### src/rtl/clockdiv_pkg.sv
// Shared types, constants and the config validity rule for the programmable clock divider.
package clockdiv_pkg;

  typedef enum logic {CFG_IDLE, CFG_PENDING} cfg_state_t;

  localparam int MIN_DIV   = 2;
  localparam int CFG_MAX_W = 32;

  // Callers zero-extend their WIDTH-bit fields to CFG_MAX_W bits before calling.
  function automatic logic cfg_valid(input logic [CFG_MAX_W-1:0] div,
                                     input logic [CFG_MAX_W-1:0] high);
    return (div >= CFG_MAX_W'(MIN_DIV)) && (high <= div);
  endfunction

endpackage

### src/rtl/prog_clockdiv_if.sv
// Control/status bundle of the programmable clock divider.
interface prog_clockdiv_if #(
  parameter int WIDTH = 16
);
  logic             ien;
  logic             iload;
  logic [WIDTH-1:0] idiv;
  logic [WIDTH-1:0] ihigh;
  logic             oclk;
  logic             otick;
  logic             oack;
  logic             oerr;
  logic [WIDTH-1:0] ocount;

  modport master (
    output ien, iload, idiv, ihigh,
    input  oclk, otick, oack, oerr, ocount
  );

  modport slave (
    input  ien, iload, idiv, ihigh,
    output oclk, otick, oack, oerr, ocount
  );
endinterface

### src/rtl/clockdiv_cfg.sv
// Config path: validates loads, stages them, and applies them only on a period boundary or while frozen.
module clockdiv_cfg
  import clockdiv_pkg::*;
#(
  parameter int WIDTH        = 16,
  parameter int DEFAULT_DIV  = 25,
  parameter int DEFAULT_HIGH = DEFAULT_DIV / 2
) (
  input  logic             iclk,
  input  logic             irst_n,
  input  logic             en,
  input  logic             load,
  input  logic [WIDTH-1:0] div_in,
  input  logic [WIDTH-1:0] high_in,
  input  logic [WIDTH-1:0] count,
  output logic [WIDTH-1:0] div_a,
  output logic [WIDTH-1:0] high_a,
  output logic             apply,
  output logic             ack,
  output logic             err
);

  cfg_state_t       state;
  logic [WIDTH-1:0] div_s;
  logic [WIDTH-1:0] high_s;
  logic             boundary;
  logic             valid;
  logic [WIDTH-1:0] div_next;
  logic [WIDTH-1:0] high_next;

  always_comb begin
    boundary  = en && (count == (div_a - WIDTH'(1)));
    valid     = load && cfg_valid(CFG_MAX_W'(div_in), CFG_MAX_W'(high_in));
    // A load in the same cycle wins over whatever is already staged.
    apply     = (valid || (state == CFG_PENDING)) && (boundary || !en);
    div_next  = valid ? div_in  : div_s;
    high_next = valid ? high_in : high_s;
  end

  always_ff @(posedge iclk) begin
    if (!irst_n) begin
      state  <= CFG_IDLE;
      div_a  <= WIDTH'(DEFAULT_DIV);
      high_a <= WIDTH'(DEFAULT_HIGH);
      div_s  <= WIDTH'(DEFAULT_DIV);
      high_s <= WIDTH'(DEFAULT_HIGH);
      ack    <= 1'b0;
      err    <= 1'b0;
    end else begin
      err <= load && !valid;
      ack <= apply;
      if (apply) begin
        div_a  <= div_next;
        high_a <= high_next;
        state  <= CFG_IDLE;
      end else if (valid) begin
        div_s  <= div_in;
        high_s <= high_in;
        state  <= CFG_PENDING;
      end
    end
  end

endmodule

### src/rtl/prog_clockdiv.sv
// Runtime-programmable clock-enable divider: period counter plus registered oclk/otick outputs.
module prog_clockdiv
  import clockdiv_pkg::*;
#(
  parameter int WIDTH        = 16,
  parameter int DEFAULT_DIV  = 25,
  parameter int DEFAULT_HIGH = DEFAULT_DIV / 2
) (
  input  logic            iclk,
  input  logic            irst_n,
  prog_clockdiv_if.slave  bus
);

  if (WIDTH < 2 || WIDTH > CFG_MAX_W) begin : g_bad_width
    $error("prog_clockdiv: WIDTH out of range");
  end
  if (DEFAULT_DIV < MIN_DIV || longint'(DEFAULT_DIV) > ((longint'(1) << WIDTH) - 1)) begin : g_bad_div
    $error("prog_clockdiv: DEFAULT_DIV out of range");
  end
  if (DEFAULT_HIGH < 0 || DEFAULT_HIGH > DEFAULT_DIV) begin : g_bad_high
    $error("prog_clockdiv: DEFAULT_HIGH out of range");
  end

  logic [WIDTH-1:0] div_a;
  logic [WIDTH-1:0] high_a;
  logic             apply;
  logic [WIDTH-1:0] count_p0;
  logic             clk_p1;
  logic             tick_p1;
  logic             wrap;

  clockdiv_cfg #(
    .WIDTH        (WIDTH),
    .DEFAULT_DIV  (DEFAULT_DIV),
    .DEFAULT_HIGH (DEFAULT_HIGH)
  ) u_cfg (
    .iclk    (iclk),
    .irst_n  (irst_n),
    .en      (bus.ien),
    .load    (bus.iload),
    .div_in  (bus.idiv),
    .high_in (bus.ihigh),
    .count   (count_p0),
    .div_a   (div_a),
    .high_a  (high_a),
    .apply   (apply),
    .ack     (bus.oack),
    .err     (bus.oerr)
  );

  assign wrap = (count_p0 == (div_a - WIDTH'(1)));

  // Stage p0 -> p1: oclk/otick are decided from the pre-increment count and the old config.
  always_ff @(posedge iclk) begin
    if (!irst_n) begin
      count_p0 <= '0;
      clk_p1   <= 1'b0;
      tick_p1  <= 1'b0;
    end else begin
      tick_p1 <= bus.ien && wrap;
      if (bus.ien) begin
        clk_p1 <= (count_p0 < high_a);
      end
      if (apply) begin
        count_p0 <= '0;
      end else if (bus.ien) begin
        count_p0 <= wrap ? '0 : count_p0 + WIDTH'(1);
      end
    end
  end

  assign bus.ocount = count_p0;
  assign bus.oclk   = clk_p1;
  assign bus.otick  = tick_p1;

endmodule

### src/flat_wrapper.sv
// flat-port wrapper written by rule: the top's interface ports become plain ports
module prog_clockdiv_flat import clockdiv_pkg::*;
#(
  parameter int WIDTH        = 16,
  parameter int DEFAULT_DIV  = 25,
  parameter int DEFAULT_HIGH = DEFAULT_DIV / 2
)
  (iclk, irst_n, bus_ien, bus_iload, bus_idiv, bus_ihigh, bus_oclk, bus_otick, bus_oack, bus_oerr, bus_ocount);
  prog_clockdiv_if #(.WIDTH(WIDTH)) bus_i ();
  input  logic iclk;
  input  logic irst_n;
  input wire logic [$bits(bus_i.ien)-1:0] bus_ien;
  input wire logic [$bits(bus_i.iload)-1:0] bus_iload;
  input wire logic [$bits(bus_i.idiv)-1:0] bus_idiv;
  input wire logic [$bits(bus_i.ihigh)-1:0] bus_ihigh;
  output wire logic [$bits(bus_i.oclk)-1:0] bus_oclk;
  output wire logic [$bits(bus_i.otick)-1:0] bus_otick;
  output wire logic [$bits(bus_i.oack)-1:0] bus_oack;
  output wire logic [$bits(bus_i.oerr)-1:0] bus_oerr;
  output wire logic [$bits(bus_i.ocount)-1:0] bus_ocount;
  assign bus_i.ien = bus_ien;
  assign bus_i.iload = bus_iload;
  assign bus_i.idiv = bus_idiv;
  assign bus_i.ihigh = bus_ihigh;
  assign bus_oclk = bus_i.oclk;
  assign bus_otick = bus_i.otick;
  assign bus_oack = bus_i.oack;
  assign bus_oerr = bus_i.oerr;
  assign bus_ocount = bus_i.ocount;
  prog_clockdiv #(.WIDTH(WIDTH), .DEFAULT_DIV(DEFAULT_DIV), .DEFAULT_HIGH(DEFAULT_HIGH)) u_core (.iclk(iclk), .irst_n(irst_n), .bus(bus_i));
endmodule
### config.mk
export PLATFORM = sky130hd
export DESIGN_NAME = prog_clockdiv_flat
export DESIGN_NICKNAME = d
export VERILOG_FILES = /design/src/rtl/clockdiv_pkg.sv /design/src/rtl/prog_clockdiv_if.sv /design/src/rtl/clockdiv_cfg.sv /design/src/rtl/prog_clockdiv.sv /design/src/flat_wrapper.sv
export SDC_FILE = /design/constraint.sdc
export NUM_CORES = 1
export LEC_CHECK = 0
export CAP_MARGIN = 20
export CELL_PAD_IN_SITES_DETAIL_PLACEMENT = 0
export CELL_PAD_IN_SITES_GLOBAL_PLACEMENT = 2
export CORE_MARGIN = 1
export CORE_UTILIZATION = 38
export CTS_BUF_LIST = sky130_fd_sc_hd__clkbuf_8
export CTS_CLUSTER_SIZE = 16
export DETAILED_ROUTE_END_ITERATION = 7
export DONT_BUFFER_PORTS = 1
export GPL_TIMING_DRIVEN = 0
export PLACE_DENSITY_LB_ADDON = 0.12
export RECOVER_POWER = 50
export SYNTH_ARGS = -nofsm -noshare
export SYNTH_HDL_FRONTEND = slang
export SYNTH_SLANG_ARGS = --single-unit
### constraint.sdc
create_clock -name iclk -period 3.4 [get_ports iclk]
set_clock_uncertainty 0.2 [all_clocks]
set_input_delay 0.68 -clock iclk [delete_from_list [all_inputs] [get_ports iclk]]
set_output_delay 0.68 -clock iclk [all_outputs]
set_load 0.03 [all_outputs]
---- Word-level counts from Yosys, hierarchy flattened ----
Cells that the tools add are included.
cells by class
  magnitude comparators ................... 3
  mux-type cells .......................... 3
  bitwise gates (word level) .............. 1
  eq/ne operators ......................... 1
  add/subtract/negate cells ............... 2
  reduce and logical (&&, ||, !) cells .... 10
operator list
  cell                                                                                  count
  16-bit two-way mux                                                                    3
  16-bit by 1-bit adder with 16-bit output, second input constant                       1
  16-bit equality test                                                                  1
  16-bit by 2-bit greater-or-equal comparator with 1-bit output, second input constant  1
  16-bit less-or-equal comparator                                                       1
  16-bit less-than comparator                                                           1
  16-bit by 1-bit subtractor with 16-bit output, second input constant                  1
  1-bit logical AND                                                                     5
  1-bit logical NOT                                                                     2
  1-bit logical OR                                                                      2
  2-bit OR reduction                                                                    1
  1-bit NOT                                                                             1
word-level totals
  input bits .............................. 36
  bits in registers ....................... 85
  output and inout bits ................... 20

---- Longest topological paths before layout ----
Gate-level depths: netlist of run 1.
  depth in word-level cells ............... 6
  gate-level depth with buffers ........... 12
  gate-level depth less buffers ........... 9

---- Hierarchy ----
Synthesis of run 1 repeated with hierarchy kept, for this count alone.
unflattened totals
  cells, all modules ...................... 705
  area total of the unflattened synthesis .. 5953.2 sq um
by module, submodules not included
  module         area each (sq um)  seq. area each (sq um)  instances  cells an instance
  clockdiv_cfg   4167.7             1341.3                  1          483
  prog_clockdiv  1785.5             360.3                   1          222

---- Worst setup path after synthesis of run 1 ----
No wires, ideal clock.
  path kind ............................... input port to flip-flop
  start ................................... input bus_idiv[15]
  end ..................................... register u_core.u_cfg.high_a[15]
  library setup time ...................... 118 ps
  setup slack ............................. 131 ps
  arrival time ............................ 2951 ps
  path buffers ............................ 1
  cell stages on the path ................. 10
  path through ............................ inv_1 -> ha_1 -> nand4_1 -> o221ai_1 -> or3b_2 -> a211oi_1 -> o21ai_2 -> a31o_2 -> buf_2 -> o2bb2ai_2
between the ends
  cells in the longest elaborated chain, start to end .. 5
  elaborated cells between the ends (all ways) .. 7
  classes of those cells .................. 2 x order compare; 1 x mux; 4 x reduce/logical
ends and longest elaborated chain
  what                                                                                                                     RTL line            source
  start, declared                                                                                                          flat_wrapper.sv:14  input wire logic [$bits(bus_i.idiv)-1:0] bus_idiv;
  16-bit by 2-bit greater-or-equal comparator with 1-bit output / 16-bit less-or-equal comparator (equally long branches)  clockdiv_pkg.sv:12  return (div >= CFG_MAX_W'(MIN_DIV)) && (high <= div);
  1-bit logical AND *                                                                                                      clockdiv_pkg.sv:12
  1-bit logical AND *                                                                                                      clockdiv_cfg.sv:33  valid = load && cfg_valid(CFG_MAX_W'(div_in), CFG_MAX_W'(high_in));
  1-bit logical OR                                                                                                         clockdiv_cfg.sv:35  apply = (valid || (state == CFG_PENDING)) && (boundary || !en);
  1-bit logical AND                                                                                                        clockdiv_cfg.sv:35
  end signal, assigned                                                                                                     clockdiv_cfg.sv:44  high_a <= WIDTH'(DEFAULT_HIGH);
  end signal, assigned                                                                                                     clockdiv_cfg.sv:54  high_a <= high_next;
  end, declared                                                                                                            clockdiv_cfg.sv:17  output logic [WIDTH-1:0] high_a,
Every way passes the cells marked *; elsewhere a longest branch is shown, timed or not.
A chain may end at the register's enable or synchronous reset.

---- Final worst setup path of run 1 ----
  start ................................... register u_core.count_p0[10], in the netlist u_core.bus.ocount[10]
  end ..................................... register u_core.u_cfg.div_s[14]
between the ends
  cells in the longest elaborated chain, start to end .. 4
ends and longest elaborated chain
  what                    RTL line             source
  start, declared         prog_clockdiv.sv:27  logic [WIDTH-1:0] count_p0;
  start signal, assigned  prog_clockdiv.sv:67  count_p0 <= wrap ? '0 : count_p0 + WIDTH'(1);
  16-bit equality test    clockdiv_cfg.sv:32   boundary = en && (count == (div_a - WIDTH'(1)));
  1-bit logical AND       clockdiv_cfg.sv:32
  1-bit logical OR        clockdiv_cfg.sv:35
  1-bit logical AND       clockdiv_cfg.sv:35
  end signal, assigned    clockdiv_cfg.sv:45   div_s <= WIDTH'(DEFAULT_DIV);
  end signal, assigned    clockdiv_cfg.sv:57   div_s <= div_in;
  end, declared           clockdiv_cfg.sv:24   logic [WIDTH-1:0] div_s;
No other way between the ends.

==> flow_metrics.py, run 1 <==
metrics = {
    "yosys": {
        "synth_cells": 539,
        "synthFlopType": "dfxtp_1",
        "syn-cell-area_um2": 5080,
        "ys_ff_latch": 85,
        "synth_edf_count": 0,
        "postSynthNetCount": 608,
        "seq_area_frac_synth_pct": 33.5,
        "synthDistinctLibCells": 58,
        "async_flop_share_pct": 0,
        "avgSynthCellArea_um2": 9.42,
        "yosysWarnings": 0,
    },
    "cts": {
        "clk_latency_ps": 380,
        "clockBufferDepth": 2,
        "tritoncts": "yes",
        "hold_buffers": 0,
        "htree_levels": 3,
        "cts_sinks": 85,
        "cts_buffers": 9,
        "clkTransAtPathRegs_ps": 100,
        "cts_root_buffer": "clkbuf_8",
    },
    "timing": {
        "maxSlewHeadroom_pct": 56.1,
        "tightestPinTransition_ps": 658,
        "finalSetupViolCount": 0,
        "hold_viol": 0,
        "period_needed_ps": 3310,
        "fmax_ghz": 0.302,
        "finalSetupTns_ps": 0,
        "whs_ps": 205,
        "rsz0062_at_grt": "no",
        "fin_crit_sh_pct": 97.3,
        "drv_slew": 0,
        "worst_slack_ps": 92.7,
    },
    "critical_path": {
        "cp_slowest_cell": "dfxtp_1",
        "critPathLaunchType": "register",
        "worst_setup_path_end_kind": "register",
        "crit_family": "compound AO/OA/AOI/OAI gates",
        "critPathKind": "reg2reg",
        "worstPathArrival_ps": 3390,
        "crit_cells": 9,
        "cp-startpoint": "u_core.bus.ocount[10]$_SDFFE_PP0P_",
        "max_stage_delay_ps": 560,
        "required_ps": 3480,
        "crit_chain": "clkbuf_1 > or4_1 > mux2i_1 > o311ai_0 > a22oi_2 > a31oi_4 > o211ai_2 > clkbuf_2 > a32o_1",
        "ff2ff_path_depth": 9,
        "cp_max_fo": 10,
        "r2r-start": "u_core.bus.ocount[10]$_SDFFE_PP0P_",
        "crit_buf_inv": 2,
    },
    "route": {
        "first_pass_iters": 5,
        "drtIter0Drc": 182,
        "drt.antenna.violating_nets": 0,
        "drt-vias-per-instance": 5.63,
        "wl_per_cell_um": 20.5,
        "drc": 0,
        "totalWireLength_um": 14900,
        "vias": 4089,
    },
    "die": {
        "die_h_um": 118,
        "die-area_um2": 13800,
        "rows": 41,
        "core_region_area_um2": 12800,
        "start_util_pct": 39.6,
        "io_pins": 56,
        "die_w_um": 118,
    },
    "worst_hold_path": {
        "min_from": "bus_iload",
        "hp-class": "in2reg",
        "hold_depth": 2,
    },
    "global_routing": {
        "antenna_found_initial": 0,
        "grt_pass1_wl_um": 23000,
        "overflow": 0,
        "grt_max_degree": 16,
        "track_usage_pct": 22.2,
        "grt_pass1_vias": 3932,
    },
    "job": {
        "max-cap-violations": 0,
    },
    "power_and_ir_drop": {
        "peakVddDrop_mv": 0.163,
        "cellPowerDensity_nw_per_um2": 402,
        "finalPower_uw": 2230,
        "power.leakage_uw": 0.00223,
    },
    "place": {
        "dp_slack_ps": -495,
        "dp_hpwl_um": 11600,
        "portBuffers": 0,
        "gp_congestion": 0.812,
    },
    "finish": {
        "n_fill_cell": 1304,
        "layout-drive-gt1-share_pct": 15.2,
        "final_net_count": 618,
        "areaGrowthSynthToFinish_pct": 9.39,
        "diodes": 0,
        "ff_latch_area_um2": 1700,
        "multi_input_area_um2": 3070,
    },
    "status": {
        "status": "complete, no violations",
    },
}
synthesized netlist by cell type (7+ instances only):
library cell / n / area share (%)
nand3_1: 12 / 1.2
inv_1: 51 / 3.8
mux2_2: 14 / 3.1
a22oi_1: 7 / 1.0
and2_1: 15 / 1.8
buf_6: 8 / 1.8
o2bb2ai_2: 19 / 5.6
mux2i_1: 19 / 3.7
nor2_1: 21 / 1.6
nand4_1: 9 / 1.1
xor2_1: 12 / 2.1
xnor2_1: 25 / 4.3
a21o_1: 7 / 1.0
a32o_1: 27 / 5.3
o2bb2ai_1: 8 / 1.4
and3_1: 7 / 0.86
nand2_1: 49 / 3.6
dfxtp_1: 85 / 34
ha_1: 33 / 8.1
a21oi_1: 10 / 0.99
clkbuf_1: 17 / 1.3
nor3_1: 10 / 0.99
nor4_1: 8 / 0.99
final timing paths:
| check | to | slack [ps] |
|---|---|---|
| setup reg to reg | u_core.u_cfg.div_s[14]$_SDFFE_PN0N_ | 90 |
| setup / recovery | u_core.u_cfg.div_s[14]$_SDFFE_PN0N_ | 90 |
| hold / removal | u_core.u_cfg.err$_SDFF_PN0_ | 210 |
| hold reg to reg | u_core.u_cfg.high_a[8]$_SDFFE_PN0P_ | 280 |
per-stage QoR:
stage | cell area (um^2) | instances | utilization, %
2_1_floorplan | 5080 | 539 | -
3_3_place_gp | 5290 | 711 | 41.3
3_5_place_dp | 5290 | 711 | 41.3
4_1_cts | 5540 | 727 | 43.2
5_1_grt | 5550 | 726 | 43.3
6_report | 5550 | 726 | 43.3
power breakdown:
group / total, uW / switching, uW / internal [uW]
combinational: 376 / 216 / 159
sequential: 1100 / 56.5 / 1040
clock: 757 / 412 / 345
total: 2230 / 685 / 1550
state kept, by name, indices dropped and copies added, names as in the netlist:
| name | count |
|---|---|
| u_core.u_cfg.div_s | 16 |
| u_core.bus.ocount | 16 |
| u_core.u_cfg.high_s | 16 |
| u_core.u_cfg.err | 1 |
| u_core.bus.oclk | 1 |
| u_core.u_cfg.div_a | 16 |
| u_core.u_cfg.state | 1 |
| u_core.u_cfg.high_a | 16 |
| u_core.bus.otick | 1 |
| u_core.u_cfg.ack | 1 |
layout by cell type (no fill, tap or decap), drive strengths merged, types with 3 or more instances in the layout:
cell and n:
dfxtp 85, inv 53, nand2 49, ha 33, clkbuf 28, a32o 27, o2bb2ai 27, xnor2 25
nor2 21, mux2i 19, and2 15, mux2 14, nand3 12, xor2 12, buf 12, a21oi 10
nor3 10, nand4 9, nor4 9, a21o 7, and3 7, o21ai 7, a22oi 7, a32oi 6
nand2b 5, clkinv 4, a31oi 4, or3 3, a2111oi 3, or4 3, a211oi 3
timing repair:
item,4_1_cts,5_1_grt
cloned,0,0
pin swaps,1,1
setup endpoints to repair,80,73
gates resized for setup,9,7
setup buffers,0,0
routing by layer:
| metal | GRT usage, % | vias up | part of all wire [%] |
|---|---|---|---|
| met2 | 35.9 | 92 | 47 |
| li1 | - | 1984 | - |
| met4 | 6.81 | 0 | 1.2 |
| met5 | 0 | - | 0 |
| met1 | 30.2 | 1996 | 46 |
| met3 | 3.54 | 17 | 5.1 |
area by class of cell:
cell class                 instances  share of cell area (%)
clock buffer                       9                    2.23
inverter                          51                    3.45
tap                              172                    3.87
multi-input combinational        371                    55.2
buffer                            31                    3.27
clock inverter                     7                    1.33
sequential                        85                    30.7
cell families after synthesis:
group,count (synthesis),share of synthesized area [%]
flip-flops,85,33.5
AND/OR/NAND/NOR,156,16.5
multiplexers,33,6.85
adder cells (fa/ha/maj),33,8.13
XOR/XNOR,37,6.38
buffers and inverters,83,7.47
AO/OA/AOI/OAI,112,21.2
Note: power is estimated with default switching activity, not from simulation.
==> run 2: changes to the inputs <==
--- a/config.mk
+++ b/config.mk
@@ -5,11 +5,12 @@
 export SDC_FILE = /design/constraint.sdc
 export NUM_CORES = 1
 export LEC_CHECK = 0
+export ABC_AREA = 1
 export CAP_MARGIN = 20
 export CELL_PAD_IN_SITES_DETAIL_PLACEMENT = 0
 export CELL_PAD_IN_SITES_GLOBAL_PLACEMENT = 2
 export CORE_MARGIN = 1
-export CORE_UTILIZATION = 38
+export CORE_UTILIZATION = 34
 export CTS_BUF_LIST = sky130_fd_sc_hd__clkbuf_8
 export CTS_CLUSTER_SIZE = 16
 export DETAILED_ROUTE_END_ITERATION = 7
==> run 2 against run 1 <==
  * Global-route usage down 0.28 points
  * Combinational power rose by 45%
  * Critical endpoint is now u_core.bus.ocount[6]$_SDFFE_PP0P_
  * Largest power group unchanged
  * The run now ends with design-rule violations left
  * Worst hold slack gained 61 ps
  * Clock power fell by 12%
  * Fmax up 7.7%
==> flow_metrics.py, run 2 <==
metrics = {
    "global_routing": {
        "grt_max_degree": 14,
        "grt_pass1_vias": 5732,
        "overflow": 0,
        "grt_pass1_wl_um": 30300,
        "track_usage_pct": 21.9,
        "antenna_found_initial": 0,
    },
    "timing": {
        "maxSlewHeadroom_pct": 50.6,
        "period_needed_ps": 3070,
        "tightestPinTransition_ps": 740,
        "fmax_ghz": 0.326,
        "finalSetupTns_ps": 0,
        "finalSetupViolCount": 0,
        "hold_viol": 0,
        "rsz0062_at_grt": "no",
        "drv_slew": 0,
        "fin_crit_sh_pct": 90.3,
    },
    "route": {
        "drc": 2,
        "drt.antenna.violating_nets": 0,
        "totalWireLength_um": 19200,
        "wl_per_cell_um": 17.1,
        "drt-vias-per-instance": 5.15,
        "first_pass_iters": 6,
        "vias": 5768,
        "drtIter0Drc": 325,
    },
    "finish": {
        "diodes": 0,
        "final_net_count": 958,
        "areaGrowthSynthToFinish_pct": 7.21,
        "final_common_cell": "nand2_1",
        "fin_area_um2": 6380,
        "layout-drive-gt1-share_pct": 10.4,
        "n_fill_cell": 1896,
        "final_cell_mix": "nand2_1 (255), inv_1 (96), nand4_1 (96)",
    },
    "cts": {
        "hold_buffers": 0,
        "htree_levels": 3,
        "clockBufferDepth": 2,
        "ctsResizeCount": 0,
        "clk_latency_ps": 380,
        "cts_sinks": 85,
        "tritoncts": "yes",
        "cts_buffers": 9,
        "clkTransAtPathRegs_ps": 90,
        "post-cts-setup-buffers": 0,
        "cts_root_buffer": "clkbuf_8",
    },
    "yosys": {
        "seq_area_frac_synth_pct": 28.6,
        "syn-cell-area_um2": 5950,
        "yosysWarnings": 0,
        "async_flop_share_pct": 0,
        "synthDistinctLibCells": 32,
        "synth_common_cells": "nand2_1 (253), nand4_1 (96), inv_1 (93), dfxtp_1 (85), nand3_1 (72)",
        "ys_ff_latch": 85,
        "yosysMostFrequentCell": "nand2_1",
        "synth_cells": 878,
        "synthFlopType": "dfxtp_1",
        "avgSynthCellArea_um2": 6.78,
        "postSynthNetCount": 947,
        "yosys-top-cells-area": "dfxtp_1 (29%), nand2_1 (16%), nand4_1 (10%)",
        "yosys.area.top_type": "dfxtp_1",
        "synth_top_area_share_pct": 28.6,
        "synth_edf_count": 0,
    },
    "critical_path": {
        "critPathLaunchType": "input port",
        "cp_slowest_cell": "nand3_1",
        "cp-startpoint": "bus_idiv[15]",
        "crit_chain": "inv_1 > ha_1 > a21oi_1 > o21ai_0 > a21oi_1 > nand2_1 > nand2_1 > nand3_1 > nand2_1 > nand2_1 > nand2_1 > buf_2 > nor2_1",
        "worst_setup_path_end_kind": "register",
        "crit_buf_inv": 2,
        "worstPathArrival_ps": 3140,
        "critPathKind": "in2reg",
        "crit-reg2reg-capture": "u_core.bus.ocount[6]$_SDFFE_PP0P_",
        "required_ps": 3460,
        "cp_max_fo": 10,
        "r2r-start": "u_core.bus.ocount[1]$_SDFFE_PP0P_",
        "cpMostUsedCell": "nand2_1",
        "crit_family": "simple AND/OR/NAND/NOR gates",
        "ff2ff_path_depth": 11,
        "reg2reg_slack_ps": 380,
        "max_stage_delay_ps": 350,
    },
    "power_and_ir_drop": {
        "p_comb_share_pct": 23.5,
        "switching_share_pct": 36.1,
        "p_int_uw": 1480,
        "power.leakage_uw": 0.00305,
        "p_clk_share_pct": 28.8,
        "cellPowerDensity_nw_per_um2": 364,
        "switching_power_uw": 838,
        "peakVddDrop_mv": 0.150,
        "p_seq_share_pct": 47.7,
    },
    "die": {
        "die-area_um2": 18000,
        "core_region_area_um2": 17200,
        "rows": 48,
        "die_h_um": 134,
        "io_pins": 56,
        "start_util_pct": 34.7,
        "die_w_um": 134,
    },
    "worst_hold_path": {
        "min_from": "u_core.u_cfg.high_a[15]$_SDFFE_PN0P_",
        "hp-class": "reg2reg",
        "hold_depth": 2,
        "hold-path-endpoint": "u_core.u_cfg.high_a[15]$_SDFFE_PN0P_",
    },
    "place": {
        "dp_hpwl_um": 15300,
        "gp_congestion": 0.868,
        "dpl-instance-area_um2": 6240,
        "portBuffers": 0,
    },
    "status": {
        "status": "finished, violations left",
        "violations": "design-rule violations",
    },
    "job": {
        "max-cap-violations": 0,
    },
}
==> run 2: power groups by stage <==
stage                     Combinational [uW]  Sequential [uW]  Clock, uW
after floorplan                          417             1120          0
after global placement                   538             1130          0
after detailed placement                 548             1130          0
after CTS                                550             1110        684
after global routing                     620             1120        722
final                                    545             1110        668
==> run 2: logic make-up after synthesis <==
logic type	after synthesis	synth area share (%)
and+or+nand+nor	554	47.1
buffers and inverters	149	10.8
DFF	85	28.6
adders and majority gates	33	6.93
AOI/OAI and AO/OA	31	2.82
xor gates and xnor gates	26	3.82
==> run 2: area by class of cell <==
cell class | instances | area (um^2) | share of cell area (%)
plain buffers | 53 | 278 | 4.35
inverters | 96 | 360 | 5.64
well taps | 225 | 282 | 4.41
multi-input cells | 644 | 3600 | 56.4
clock inverters | 7 | 36.3 | 0.568
flip-flops and latches | 85 | 1700 | 26.7
clock buffers | 9 | 124 | 1.94
==> run 2: routing by layer <==
metal	track usage [%]	part of all wire (%)	up-vias	wire (um)
li1	-	-	2940	-
met1	26.6	44	2644	8510
met2	36.9	47	140	9000
met3	4.12	4.6	44	872
met4	11.2	4.1	0	780
met5	0	0	-	0
==> run 2: per-stage QoR <==
step           util, %  hold slack [ps]  power [uW]  setup WS, ps  instances
5_1_grt           37.2              291        2460          90.9       1119
6_report          37.2              267        2320           328       1119
3_3_place_gp      36.3              251        1670          19.1       1103
3_5_place_dp      36.3              247        1680          24.2       1103
4_1_cts           37.2              271        2340           420       1119
2_1_floorplan        -              229        1530           760        878
==> run 2: how the worst max path moves through the flow <==
stage	end	cells after the start
final	u_core.bus.ocount[6]$_SDFFE_PP0P_	13
after global placement	u_core.u_cfg.high_a[15]$_SDFFE_PN0P_	12
after detailed placement	u_core.u_cfg.div_s[5]$_SDFFE_PN0N_	12
after floorplan	u_core.u_cfg.div_a[1]$_SDFFE_PN0P_	12
after global routing	u_core.bus.ocount[11]$_SDFFE_PP0P_	12
after CTS	u_core.u_cfg.div_s[5]$_SDFFE_PN0N_	12
==> run 2: worst register-to-register path, delay by kind of cell (launching register included) <==
| family | cells | cell delay [ps] |
|---|---|---|
| flops | 1 | 660 |
| simple gates | 8 | 1390 |
| compound gates | 1 | 170 |
| buf+inv | 2 | 490 |
